**src/rtl/sumador_pkg.sv**
```systemverilog
// sumador_pkg: shared width constants for the adder and the ALU.
// WORD_DEF is the default datapath width; GRP is the lookahead group size.
package sumador_pkg;

    localparam int WORD_DEF = 32;
    localparam int GRP      = 4;

endpackage

```
**src/rtl/sumador_cla4.sv**
```systemverilog
// sumador_cla4: one 4-bit carry-lookahead group.
// Produces the group sum plus group propagate/generate for the next level.
module sumador_cla4
    import sumador_pkg::*;
(
    input  logic [GRP-1:0] a,
    input  logic [GRP-1:0] b,
    input  logic           ci,
    output logic [GRP-1:0] s,
    output logic           pg,
    output logic           gg
);

    logic [GRP-1:0] p;
    logic [GRP-1:0] g;
    logic [GRP-1:0] c;

    // Bit propagate/generate, flat in-group carries, sum and group terms
    always_comb begin
        p = a ^ b;
        g = a & b;
        c[0] = ci;
        c[1] = g[0] | (p[0] & ci);
        c[2] = g[1] | (p[1] & g[0])
             | (p[1] & p[0] & ci);
        c[3] = g[2] | (p[2] & g[1])
             | (p[2] & p[1] & g[0])
             | (p[2] & p[1] & p[0] & ci);
        s  = p ^ c;
        pg = &p;
        gg = g[3] | (p[3] & g[2])
           | (p[3] & p[2] & g[1])
           | (p[3] & p[2] & p[1] & g[0]);
    end

endmodule

```
**src/rtl/sumador.sv**
```systemverilog
// sumador: WORD-bit two-level carry-lookahead adder with carry and
// signed overflow, plus an optional one-cycle output register.
module sumador
    import sumador_pkg::*;
#(
    parameter int WORD    = WORD_DEF,
    parameter bit REG_OUT = 1'b1
) (
    input  logic            clk_i,
    input  logic            rst_i,
    input  logic [WORD-1:0] opea,
    input  logic [WORD-1:0] opeb,
    input  logic            cin,
    output logic [WORD-1:0] sal,
    output logic            cout,
    output logic            ovf,
    output logic [WORD-1:0] sal_q,
    output logic            cout_q,
    output logic            ovf_q
);

    localparam int NG = WORD / GRP;

    logic [NG-1:0] pg;
    logic [NG-1:0] gg;
    logic [NG:0]   carry;

    // Carry out of group k from groups 0..k and cin, as one flat
    // sum-of-products so every group carry is a single lookahead level.
    function automatic logic grp_carry(
        input logic [NG-1:0] g,
        input logic [NG-1:0] p,
        input logic          c0,
        input int            k
    );
        logic acc;
        logic run;
        acc = 1'b0;
        run = 1'b1;
        for (int j = NG - 1; j >= 0; j--) begin
            if (j <= k) begin
                acc = acc | (run & g[j]);
                run = run & p[j];
            end
        end
        return acc | (run & c0);
    endfunction

    assign carry[0] = cin;

    for (genvar gi = 0; gi < NG; gi++) begin : g_grp
        sumador_cla4 u_cla4 (
            .a  (opea[gi*GRP +: GRP]),
            .b  (opeb[gi*GRP +: GRP]),
            .ci (carry[gi]),
            .s  (sal[gi*GRP +: GRP]),
            .pg (pg[gi]),
            .gg (gg[gi])
        );
        assign carry[gi+1] = grp_carry(gg, pg, cin, gi);
    end

    assign cout = carry[NG];
    assign ovf  = (opea[WORD-1] == opeb[WORD-1])
                & (sal[WORD-1] != opea[WORD-1]);

    if (REG_OUT) begin : g_reg
        // Capture the combinational result every edge; reset clears it
        always_ff @(posedge clk_i or posedge rst_i) begin
            if (rst_i) begin
                sal_q  <= '0;
                cout_q <= 1'b0;
                ovf_q  <= 1'b0;
            end else begin
                sal_q  <= sal;
                cout_q <= cout;
                ovf_q  <= ovf;
            end
        end
    end else begin : g_noreg
        assign sal_q  = '0;
        assign cout_q = 1'b0;
        assign ovf_q  = 1'b0;
    end

endmodule

```
**config.mk**
```make
export PLATFORM = sky130hd
export DESIGN_NAME = sumador
export DESIGN_NICKNAME = d
export VERILOG_FILES = /design/src/rtl/sumador_pkg.sv /design/src/rtl/sumador_cla4.sv /design/src/rtl/sumador.sv
export SDC_FILE = /design/constraint.sdc
export NUM_CORES = 1
export LEC_CHECK = 0
export ABC_CLOCK_PERIOD_IN_PS = 4250
export BUFFER_PORTS_ARGS = -buffer_cell sky130_fd_sc_hd__clkbuf_2
export CORE_AREA = 5 5 79 81
export CTS_CLUSTER_DIAMETER = 40
export DETAILED_ROUTE_END_ITERATION = 10
export DIE_AREA = 0 0 84 86
export PLACE_DENSITY = 0.79
export SLEW_MARGIN = 25
export SYNTH_ARGS = -nofsm -noshare
export SYNTH_HDL_FRONTEND = slang
export SYNTH_SLANG_ARGS = --single-unit
```
**constraint.sdc**
```tcl
create_clock -name clk_i -period 4.25 [get_ports clk_i]
set_input_delay 0.6375 -clock clk_i [delete_from_list [all_inputs] [get_ports clk_i]]
set_output_delay 0.6375 -clock clk_i [all_outputs]
set_load 0.03 [all_outputs]
```
==> results by group <==
Outcome
  • Status: finished clean

Route
  • 1st-pass router iterations: 4
  • Final wirelength: ~6000 microns
  • Avg Vias per Cell: 4.93
  • DR DRC count: 0
  • Iteration-0 DRC count of the detailed router: 48
  • Routed len/inst: 14.1 microns
  • Vias: 2,105
  • ANT nets after route: 0

Logic synthesis
  • Syn Nets: 319
  • Synthesized flop and latch total: 34
  • Dominant cells by area after synthesis: dfrtp_1, ha_1, fa_1, xor2_1, a21oi_1
  • EDFF count, synth: 0
  • Register area share after synthesis: 0.368
  • Library cells used by synthesis: 47
  • Area leader, netlist: dfrtp_1
  • Syn. warnings: 0
  • Syn avg cell area: 10.9 sq um
  • Most used DFF post-synth: dfrtp_1
  • Mapped Cells: 212
  • Post-synth top area share: 0.368
  • Mapped Area: 2310 sq um
  • FFs w/ async S/R, synth: 1.00

Die
  • Io pins: roughly 140
  • Die area: slightly above 7000 sq um
  • Starting density of the core: 0.428
  • Row count: 27
  • Chip Width: 84 microns
  • Core ar.: 5410 sq um
  • DIE HEIGHT: 86 microns

Global route
  • GRT Overall Usage: 0.169
  • GR Overflow Total: 0
  • Pin count of the biggest net entering global routing: 35
  • Number of global-route vias before repair: 2,199
  • First-pass GRT wire length: 9900 microns
  • Initial antenna violation count: 0

Timing
  • Fmax: 0.246 GHz
  • Tightest Pin Transition: 0.432 ns
  • Period utilisation layout: 0.957
  • Final Setup Violations: 0
  • Post-route minimum period: just over 4 ns
  • Fin. max-slew vios: 0
  • RSZ-0062 raised after global routing: false
  • Fin. Hold Viols: 0
  • Worst hold slack: around 0.44 ns
  • Relative slew slack: 0.709
  • Final WS setup: 0.181 ns
  • Total Negative Setup Slacks: 0 ns

Power and ir drop
  • Pwr dens: 420 nW/um^2
  • VDD IR max: 0.213 mV
  • Pleak: 0.00169 uW
  • Total Power: about 1300 uW

Clock tree
  • Number of H-tree levels: 2
  • Clock root cell: clkbuf_8
  • CTS max path bufs: 2
  • CTS tree: done
  • Post-CTS sizing: 0
  • Total CTS buffers: 5
  • Clk pin slew, worst setup/hold paths: 0.07 ns
  • CTS Sinks: 34

Setup path
  • Critical Path RT: 3.61 ns
  • Critical path type: primary input to output port
  • Crit-path max FO: 3
  • Startpoint Class: primary input
  • CP arrival: ~3.4 ns
  • Worst setup EP type: output port

Layout
  • Commonest non-fill, non-tap cells in the layout: clkbuf_2, dfrtp_1, ha_1
  • Nets: 462
  • Layout cells sized above 1: 0.425
  • Commonest non-fill, non-tap cell in the layout: clkbuf_2
  • Synthesis-to-layout area growth: 36.8%
  • Total inserted antenna cells: 0

Placed design
  • Setup WS pre-CTS: 0.193 ns
  • Post-DP HPWL: 5280 microns
  • Placer congestion estimate: 0.792
  • Port bufs: 134

Min path
  • Worst min path class: primary input to async pin

Flow run
  • MaxCap Viol Count: 0
-- worst max-delay path, stage by stage --
cell	delay, ns
clkbuf_2	0.09
ha_1	0.30
a21oi_2	0.17
o2111ai_2	0.20
a211oi_2	0.36
inv_2	0.08
a41oi_2	0.29
inv_2	0.07
a21oi_1	0.23
o31ai_1	0.13
fa_1	0.39
xor2_1	0.24
clkbuf_2	0.25
-- metrics by stage --
| step | std cells | util | area, sq um |
|---|---|---|---|
| after floorplan | 212 | - | 2310 |
| after global placement | 420 | 0.572 | 3090 |
| after detailed placement | 420 | 0.572 | 3090 |
| after CTS | 427 | 0.586 | 3170 |
| after global routing | 427 | 0.586 | 3170 |
| final | 427 | 0.586 | 3170 |
-- repair_timing --
item                       CTS  global route
buffers inserted             0             0
hold buffers                 0             0
setup endpoints to repair    0             1
hold endpoints to repair     0             0
-- final timing paths --
kind / startpoint / to / slack, ns / depth (start not counted)
min: rst_i / sal_q[31]$_DFF_PP0_ / 0.44 / 3
min in group clk_i: opeb[12] / sal_q[12]$_DFF_PP0_ / 0.68 / 2
max in group asynchronous: rst_i / sal_q[5]$_DFF_PP0_ / 3.49 / 3
max: opea[0] / sal[29] / 0.18 / 13
-- synthesized netlist by cell type, drive strengths merged (2+ instances only) --
cell type and instances:
a21boi 2, xnor2 9, or2 3, nor2 12, and3 2, a2111oi 2, dfrtp 34, nand4 3
o31a 2, nand3 4, fa 8, a21o 5, nor3 3, o21bai 3, ha 32, inv 15
a21oi 17, nor2b 3, xor2 12, and4 2, a211oi 4, nand2 8, o21a 2, o21ai 9
-- logic make-up after synthesis --
kind of cell | synth area share
buffers and inverters | 0.0243
AO/OA/AOI/OAI | 0.178
XOR/XNOR | 0.0795
adder cells (fa/ha/maj) | 0.242
AND/OR/NAND/NOR | 0.108
flip-flops | 0.368
-- final cells by class --
class,instances,area [sq um]
tap,72,90.1
fill,502,2240
clock buffer,7,76.3
inverter,15,56.3
multi-input combinational,163,1410
sequential,34,851
timing repair buffer,136,686
-- power breakdown --
part	switching (uW)	leakage [uW]	internal, uW	total (uW)
clock	111	0.0000383	113	224
combinational	488	0.00126	209	697
sequential	17.1	0.000397	390	407
total	616	0.00169	712	1330
-- registers in the layout, indices dropped and copies added, names as in the netlist --
signal and flops:
sal_q 32, cout_q 1, ovf_q 1
-- routing by layer --
metal,global-route usage,share of wire
met1,0.193,0.40
met2,0.301,0.51
met3,0.0461,0.070
met4,0.0658,0.018
met5,0,0
Note: power is estimated with default switching activity, not from simulation.
